`src/rtl/button_pkg.sv`:
```
// button_pkg: shared defaults and width helper for the button conditioner.
// Imported by button_channel and button_conditioner.
package button_pkg;

  localparam int DEF_NUM_CH          = 2;
  localparam int DEF_DEBOUNCE_CYCLES = 4;
  localparam int DEF_LONG_CYCLES     = 16;

  // Bits needed to hold any value 0..max_val.
  function automatic int cnt_width(input int max_val);
    return (max_val < 1) ? 1 : $clog2(max_val + 1);
  endfunction

endpackage

```
`src/rtl/button_channel.sv`:
```
// button_channel: one button path -- sync, debounce, edge pulses and
// an optional long-press detector enabled by BTN_LONGPRESS_EN.
module button_channel
  import button_pkg::*;
#(
  parameter int DEBOUNCE_CYCLES = DEF_DEBOUNCE_CYCLES,
  parameter int LONG_CYCLES     = DEF_LONG_CYCLES
) (
  input  logic clk,
  input  logic reset_async,
  input  logic button_i,
  output logic level_o,
  output logic press_o,
  output logic release_o,
  output logic long_o
);

  localparam int CW = cnt_width(DEBOUNCE_CYCLES);
  localparam logic [CW-1:0] CNT_MAX =
    CW'(DEBOUNCE_CYCLES - 1);

  if (DEBOUNCE_CYCLES < 1 || LONG_CYCLES < 1) begin : g_bad_param
    $error("button_channel: cycle parameters must be >= 1");
  end

  logic          sync_d;
  logic          sync_q;
  logic [CW-1:0] cnt;

  // Two-flop synchronizer for the raw asynchronous button level.
  always_ff @(posedge clk or negedge reset_async) begin
    if (!reset_async) begin
      sync_d <= 1'b0;
      sync_q <= 1'b0;
    end else begin
      sync_d <= button_i;
      sync_q <= sync_d;
    end
  end

  // Accept a level change after enough consecutive mismatches.
  always_ff @(posedge clk or negedge reset_async) begin
    if (!reset_async) begin
      cnt       <= '0;
      level_o   <= 1'b0;
      press_o   <= 1'b0;
      release_o <= 1'b0;
    end else begin
      press_o   <= 1'b0;
      release_o <= 1'b0;
      if (sync_q == level_o) begin
        cnt <= '0;
      end else if (cnt == CNT_MAX) begin
        cnt       <= '0;
        level_o   <= ~level_o;
        press_o   <= ~level_o;
        release_o <= level_o;
      end else begin
        cnt <= cnt + CW'(1);
      end
    end
  end

`ifdef BTN_LONGPRESS_EN
  localparam int HW = cnt_width(LONG_CYCLES);
  localparam logic [HW-1:0] HOLD_MAX = HW'(LONG_CYCLES);

  logic [HW-1:0] hold;

  // Saturating hold timer; fires once when it first reaches the limit.
  always_ff @(posedge clk or negedge reset_async) begin
    if (!reset_async) begin
      hold   <= '0;
      long_o <= 1'b0;
    end else begin
      long_o <= 1'b0;
      if (!level_o) begin
        hold <= '0;
      end else if (hold != HOLD_MAX) begin
        hold   <= hold + HW'(1);
        long_o <= (hold == HOLD_MAX - HW'(1));
      end
    end
  end
`else
  assign long_o = 1'b0;
`endif

endmodule

```
`src/rtl/button_conditioner.sv`:
```
// button_conditioner: NUM_CH independent debounced button channels.
// Long-press pulses are built only when BTN_LONGPRESS_EN is defined.
module button_conditioner
  import button_pkg::*;
#(
  parameter int NUM_CH          = DEF_NUM_CH,
  parameter int DEBOUNCE_CYCLES = DEF_DEBOUNCE_CYCLES,
  parameter int LONG_CYCLES     = DEF_LONG_CYCLES
) (
  input  logic              clk,
  input  logic              reset_async,
  input  logic [NUM_CH-1:0] buttons_i,
  output logic [NUM_CH-1:0] level_o,
  output logic [NUM_CH-1:0] press_o,
  output logic [NUM_CH-1:0] release_o,
  output logic [NUM_CH-1:0] long_o
);

  if (NUM_CH < 1 || NUM_CH > 16) begin : g_bad_ch
    $error("button_conditioner: NUM_CH must be 1..16");
  end

  for (genvar i = 0; i < NUM_CH; i++) begin : g_ch
    button_channel #(
      .DEBOUNCE_CYCLES(DEBOUNCE_CYCLES),
      .LONG_CYCLES    (LONG_CYCLES)
    ) u_ch (
      .clk        (clk),
      .reset_async(reset_async),
      .button_i   (buttons_i[i]),
      .level_o    (level_o[i]),
      .press_o    (press_o[i]),
      .release_o  (release_o[i]),
      .long_o     (long_o[i])
    );
  end

endmodule

```
`config.mk`:
```
export PLATFORM = sky130hd
export DESIGN_NAME = button_conditioner
export DESIGN_NICKNAME = d
export VERILOG_FILES = /design/src/rtl/button_pkg.sv /design/src/rtl/button_channel.sv /design/src/rtl/button_conditioner.sv
export SDC_FILE = /design/constraint.sdc
export NUM_CORES = 1
export LEC_CHECK = 0
export ABC_AREA = 1
export BUFFER_PORTS_ARGS = -buffer_cell sky130_fd_sc_hd__clkbuf_2
export CORE_AREA = 2 2 39 41
export DETAILED_ROUTE_END_ITERATION = 12
export DIE_AREA = 0 0 41 43
export PLACE_DENSITY_LB_ADDON = 0.25
export RECOVER_POWER = 100
export SLEW_MARGIN = 20
export SYNTH_ARGS = -nofsm -noshare
export SYNTH_HDL_FRONTEND = slang
export SYNTH_SLANG_ARGS = --single-unit
```
`constraint.sdc`:
```
create_clock -name clk -period 1.3 [get_ports clk]
set_clock_uncertainty 0.05 [all_clocks]
set_input_delay 0.26 -clock clk [delete_from_list [all_inputs] [get_ports clk]]
set_output_delay 0.26 -clock clk [all_outputs]
set_load 0.02 [all_outputs]
```
After elaboration in Yosys (flattened, before gate mapping)
Cells that the tools add are included.
- output and inout port bits: 8
- input bits: 4
- flip-flop bits (word level): 16
- muxes and demuxes: 12
- reductions and logical operators: 2
- bitwise operators: 4
- add/sub/neg operators: 2
- equal/unequal tests: 4
- operator list (operator ; number):
    3-bit two-way mux ; 4
    1-bit two-way mux ; 8
    3-bit by 1-bit adder with 3-bit output (second input constant) ; 2
    3-bit by 2-bit == test with 1-bit output (second input constant) ; 2
    1-bit inverter ; 4
    2-bit AND reduction ; 2
    1-bit == test ; 2

Longest topological paths before layout
- depth in word-level cells: 3
- depth in mapped cells: 4
- gate-level depth less buffers: 4

Modules after synthesis
A second synthesis with hierarchy kept.
- cells, all modules: 62
- area total of the unflattened synthesis: 613.1 um^2
- by module, submodules not included (module ; seq. area each (um^2) ; times used ; area each (um^2) ; cells each):
    button_channel at g_ch[1].u_ch ; 200.2 ; 1 ; 307.8 ; 31
    button_channel at g_ch[0].u_ch ; 200.2 ; 1 ; 305.3 ; 31

Least setup slack after synthesis
No wires, ideal clock.
- kind: reg2reg
- from: reg g_ch[0].u_ch.cnt[0]
- to: reg g_ch[0].u_ch.cnt[2]
- data required time: 1.178 ns
- clock period less this slack: 0.972 ns
- setup time: 0.072 ns
- slack: 0.328 ns
- stages on the path, launching flop included: 4
- arrival: 0.850 ns
- path through: dfrtp_1 -> ha_1 -> or2_1 -> nor2_1
- cells in the longest elaborated chain, start to end: 3
- elaborated cells between the ends (all ways): 4
- classes of those cells: 1 x add/sub; 1 x eq/ne; 2 x mux
- ends and longest elaborated chain (element ; line ; RTL):
    from (decl) ; button_channel.sv:28 ; logic [CW-1:0] cnt;
    from (signal assigned) ; button_channel.sv:59 ; cnt <= cnt + CW'(1);
    3-bit by 1-bit adder with 3-bit output / 3-bit by 2-bit == test with 1-bit output (equally long branches) ; button_channel.sv:59, button_channel.sv:53 ;
    3-bit two-way mux * ; button_channel.sv:53 ; end else if (cnt == CNT_MAX) begin
    3-bit two-way mux * ; button_channel.sv:51 ; if (sync_q == level_o) begin
Every way passes the cells marked *; elsewhere a longest branch is shown, timed or not.
A chain may end at the register's enable or synchronous reset.

Final worst setup path
- from: reg g_ch[1].u_ch.level_o
- to: out level_o[1]
- RTL lines (element ; line ; RTL):
    from (decl) ; button_channel.sv:12 ; output logic level_o,
    from (signal assigned) ; button_channel.sv:55 ; level_o <= ~level_o;
    to (decl) ; button_conditioner.sv:13 ; output logic [NUM_CH-1:0] level_o,
No word-level cell between the ends.

==> results.sh <==
export IMPL_antenna_found_initial=0
export IMPL_synth_area_um2=629
export IMPL_setup_tns_ps=0
export IMPL_synth_top_family_by_area="simple AND/OR/NAND/NOR gates"
export IMPL_pwr_share_clk_pct=24.8
export IMPL_rsz0062_at_grt="no"
export IMPL_endpoint_kind="output port"
export IMPL_clock_path_buffers=2
export IMPL_leakage_nw=0.351
export IMPL_swShare_pct=31.4
export IMPL_synth_adder_area_share_pct=3.98
export IMPL_critPathKind="flop to output port"
export IMPL_max_stage_delay_ps=430
export IMPL_internal_power_uw=874
export IMPL_final_common_cell="dfrtp_1"
export IMPL_r2r_end="g_ch[0].u_ch.cnt[0]"
export IMPL_setup_violations_final=0
export IMPL_crit_arrival_ps=900
export IMPL_path_max_fanout=5
export IMPL_timing_final_crit_share_pct=93.0
export IMPL_cts_buffers=3
export IMPL_die_y_um=43
export IMPL_insertion_delay_ps=280
export IMPL_yosys_area_share_simple_pct=14.3
export IMPL_grt_max_degree=17
export IMPL_cts_sinks=16
export IMPL_clkSlewWorstSetupHoldPaths_ps=90
export IMPL_crit_end="level_o[1]"
export IMPL_die_w_um=41
export IMPL_worst_r2r_setup_slack_ps=230
export IMPL_synth_seq_cells=16
export IMPL_p_switching_uw=400
export IMPL_drt_antenna_violating_nets=0
export IMPL_final_util_pct=49.1
export IMPL_crit_chain="clkbuf_2"
export IMPL_finalHoldViolations=0
export IMPL_hold_ws_ps=28.6
export IMPL_cts_tree="done"
export IMPL_yosysSeqAreaShare_pct=63.6
export IMPL_drtPass1Iterations=4
export IMPL_synth_area_per_cell_um2=10.7
export IMPL_syn_inst=59
export IMPL_ys_types=11
export IMPL_drc=0
export IMPL_diodes=0
export IMPL_muxShareOfSynthArea_pct=0
export IMPL_finalPower_mw=1.27
export IMPL_wl_per_cell_um=9.04
export IMPL_critPathBufInv=1
export IMPL_crit_cells=1
export IMPL_postCtsSetupBuffers=0
export IMPL_cp_slowest_cell="dfrtp_1"
export IMPL_gp_congestion=0.709
export IMPL_hold_path_class="input port to flop"
export IMPL_core_um2=1380
export IMPL_rows=14
export IMPL_drv_cap=0
export IMPL_multiInputGateArea_um2=150
export IMPL_gr_total_overflow=0
export IMPL_register_area_um2=400
export IMPL_status="completed"
export IMPL_io_pins=12
export IMPL_fin_nets=73
export IMPL_fill_cells=139
export IMPL_drive_gt1_share_pct=13.6
export IMPL_worstPathRequired_ps=990
export IMPL_final_max_slew_viol_count=0
export IMPL_dieArea_um2=1760
export IMPL_synth_xor_area_share_pct=2.78
export IMPL_max_freq_ghz=0.827
export IMPL_dr_first_iter_drc_count=4
export IMPL_ctsRootBufferMaster="clkbuf_4"
export IMPL_synth_area_leaders="dfrtp_1 (64%), buf_4 (9.5%), nand2_1 (6.0%), nor2_1 (4.8%), ha_1 (4.0%)"
export IMPL_synth_top_area_share_pct=63.6
export IMPL_grt_total_usage_pct=11.5
export IMPL_pwr_share_comb_pct=23.9
export IMPL_vdd_ir_drop_max_v=0.000812
export IMPL_layout_common_cells="dfrtp_1 (16), nand2_1 (10), nor2_1 (8)"
export IMPL_h_tree_depth=1
export IMPL_wl_um=741
export IMPL_grt_pass1_wl_um=1300
export IMPL_yosysWarnings=0
export IMPL_syn2layout_area_growth_pct=7.95
export IMPL_vias=360
export IMPL_layout_cells_non_filler=82
export IMPL_portBuffers=9
export IMPL_vias_per_cell=4.39
export IMPL_startpoint_type="flop"
export IMPL_p_per_area_nw_per_um2=1870
export IMPL_crit_start="g_ch[1].u_ch.level_o"
export IMPL_timing_rr_start="g_ch[0].u_ch.cnt[0]"
export IMPL_synth_compound_area_share_pct=1.59
export IMPL_yosys_area_top_type="dfrtp_1"
export IMPL_reg2reg_depth=4
export IMPL_initial_core_util_pct=45.5
export IMPL_crit_family="flip-flops"
export IMPL_pwr_share_seq_pct=51.3
export IMPL_grt_pass1_vias=331
export IMPL_dp_hpwl_um=520
export IMPL_dp_cells=77
export IMPL_finalCriticalPeriod_ps=1210
## synthesized netlist by cell type
library cell  count
inv_1             6
or2_1             2
nor3_1            2
ha_1              2
conb_1            1
nand2_1          10
o21ai_0           2
buf_4             8
nor2_1            8
xnor2_1           2
dfrtp_1          16
## worst min path at each step
stage / slack (ps) / depth (start not counted) / from / endpoint
global placement: 150 / 1 / reset_async / g_ch[1].u_ch.cnt[0]
finish: 30 / 1 / buttons_i[1] / g_ch[1].u_ch.sync_d
CTS: 20 / 1 / buttons_i[1] / g_ch[1].u_ch.sync_d
floorplan: -90 / 0 / reset_async / g_ch[0].u_ch.cnt[0]
global route: 10 / 1 / buttons_i[0] / g_ch[0].u_ch.sync_d
detailed placement: 150 / 1 / reset_async / g_ch[1].u_ch.cnt[1]
## repair_timing
item                      4_1_cts  5_1_grt
gates resized for setup         0        0
hold buffers                    1        0
hold endpoints to repair       16        0
## layer usage
layer	global-route usage [%]	part of all wire, %	wire length, um
met5	0	0	0
met4	10.0	2.0	15
met1	14.5	46	342
met2	15.3	44	325
met3	3.14	7.8	58
## through the flow
step	setup slack, ps	area, um^2
floorplan	328	633
global placement	292	638
detailed placement	269	638
CTS	78.2	684
global route	28.8	679
finish	91.0	679
## power groups by stage
| stage | Combinational (mW) | Sequential (mW) | Clock, mW |
|---|---|---|---|
| global placement | 0.299 | 0.660 | 0 |
| global route | 0.357 | 0.666 | 0.353 |
| floorplan | 0.283 | 0.649 | 0 |
| detailed placement | 0.303 | 0.663 | 0 |
| CTS | 0.310 | 0.653 | 0.327 |
| finish | 0.305 | 0.653 | 0.316 |
## layout make-up
type,instances,share of cell area [%]
Multi-Input combinational cell,30,22.1
Timing Repair Buffer,10,7.37
Sequential cell,16,58.9
Inverter,6,3.31
Clock buffer,4,5.34
Tap cell,16,2.95
## logic make-up after synthesis
kind of cell,Yosys count
xor+xnor,2
other cells,1
buf+inv,14
flops,16
compound gates,2
fa+ha+maj,2
simple gates,22
## flip-flops by register name (all words and copies together), names as in the netlist
name / cells
g_ch.u_ch.cnt: 6
g_ch.u_ch.level_o: 2
g_ch.u_ch.press_o: 2
g_ch.u_ch.release_o: 2
g_ch.u_ch.sync_d: 2
g_ch.u_ch.sync_q: 2
(Power assumes the default switching activity.)
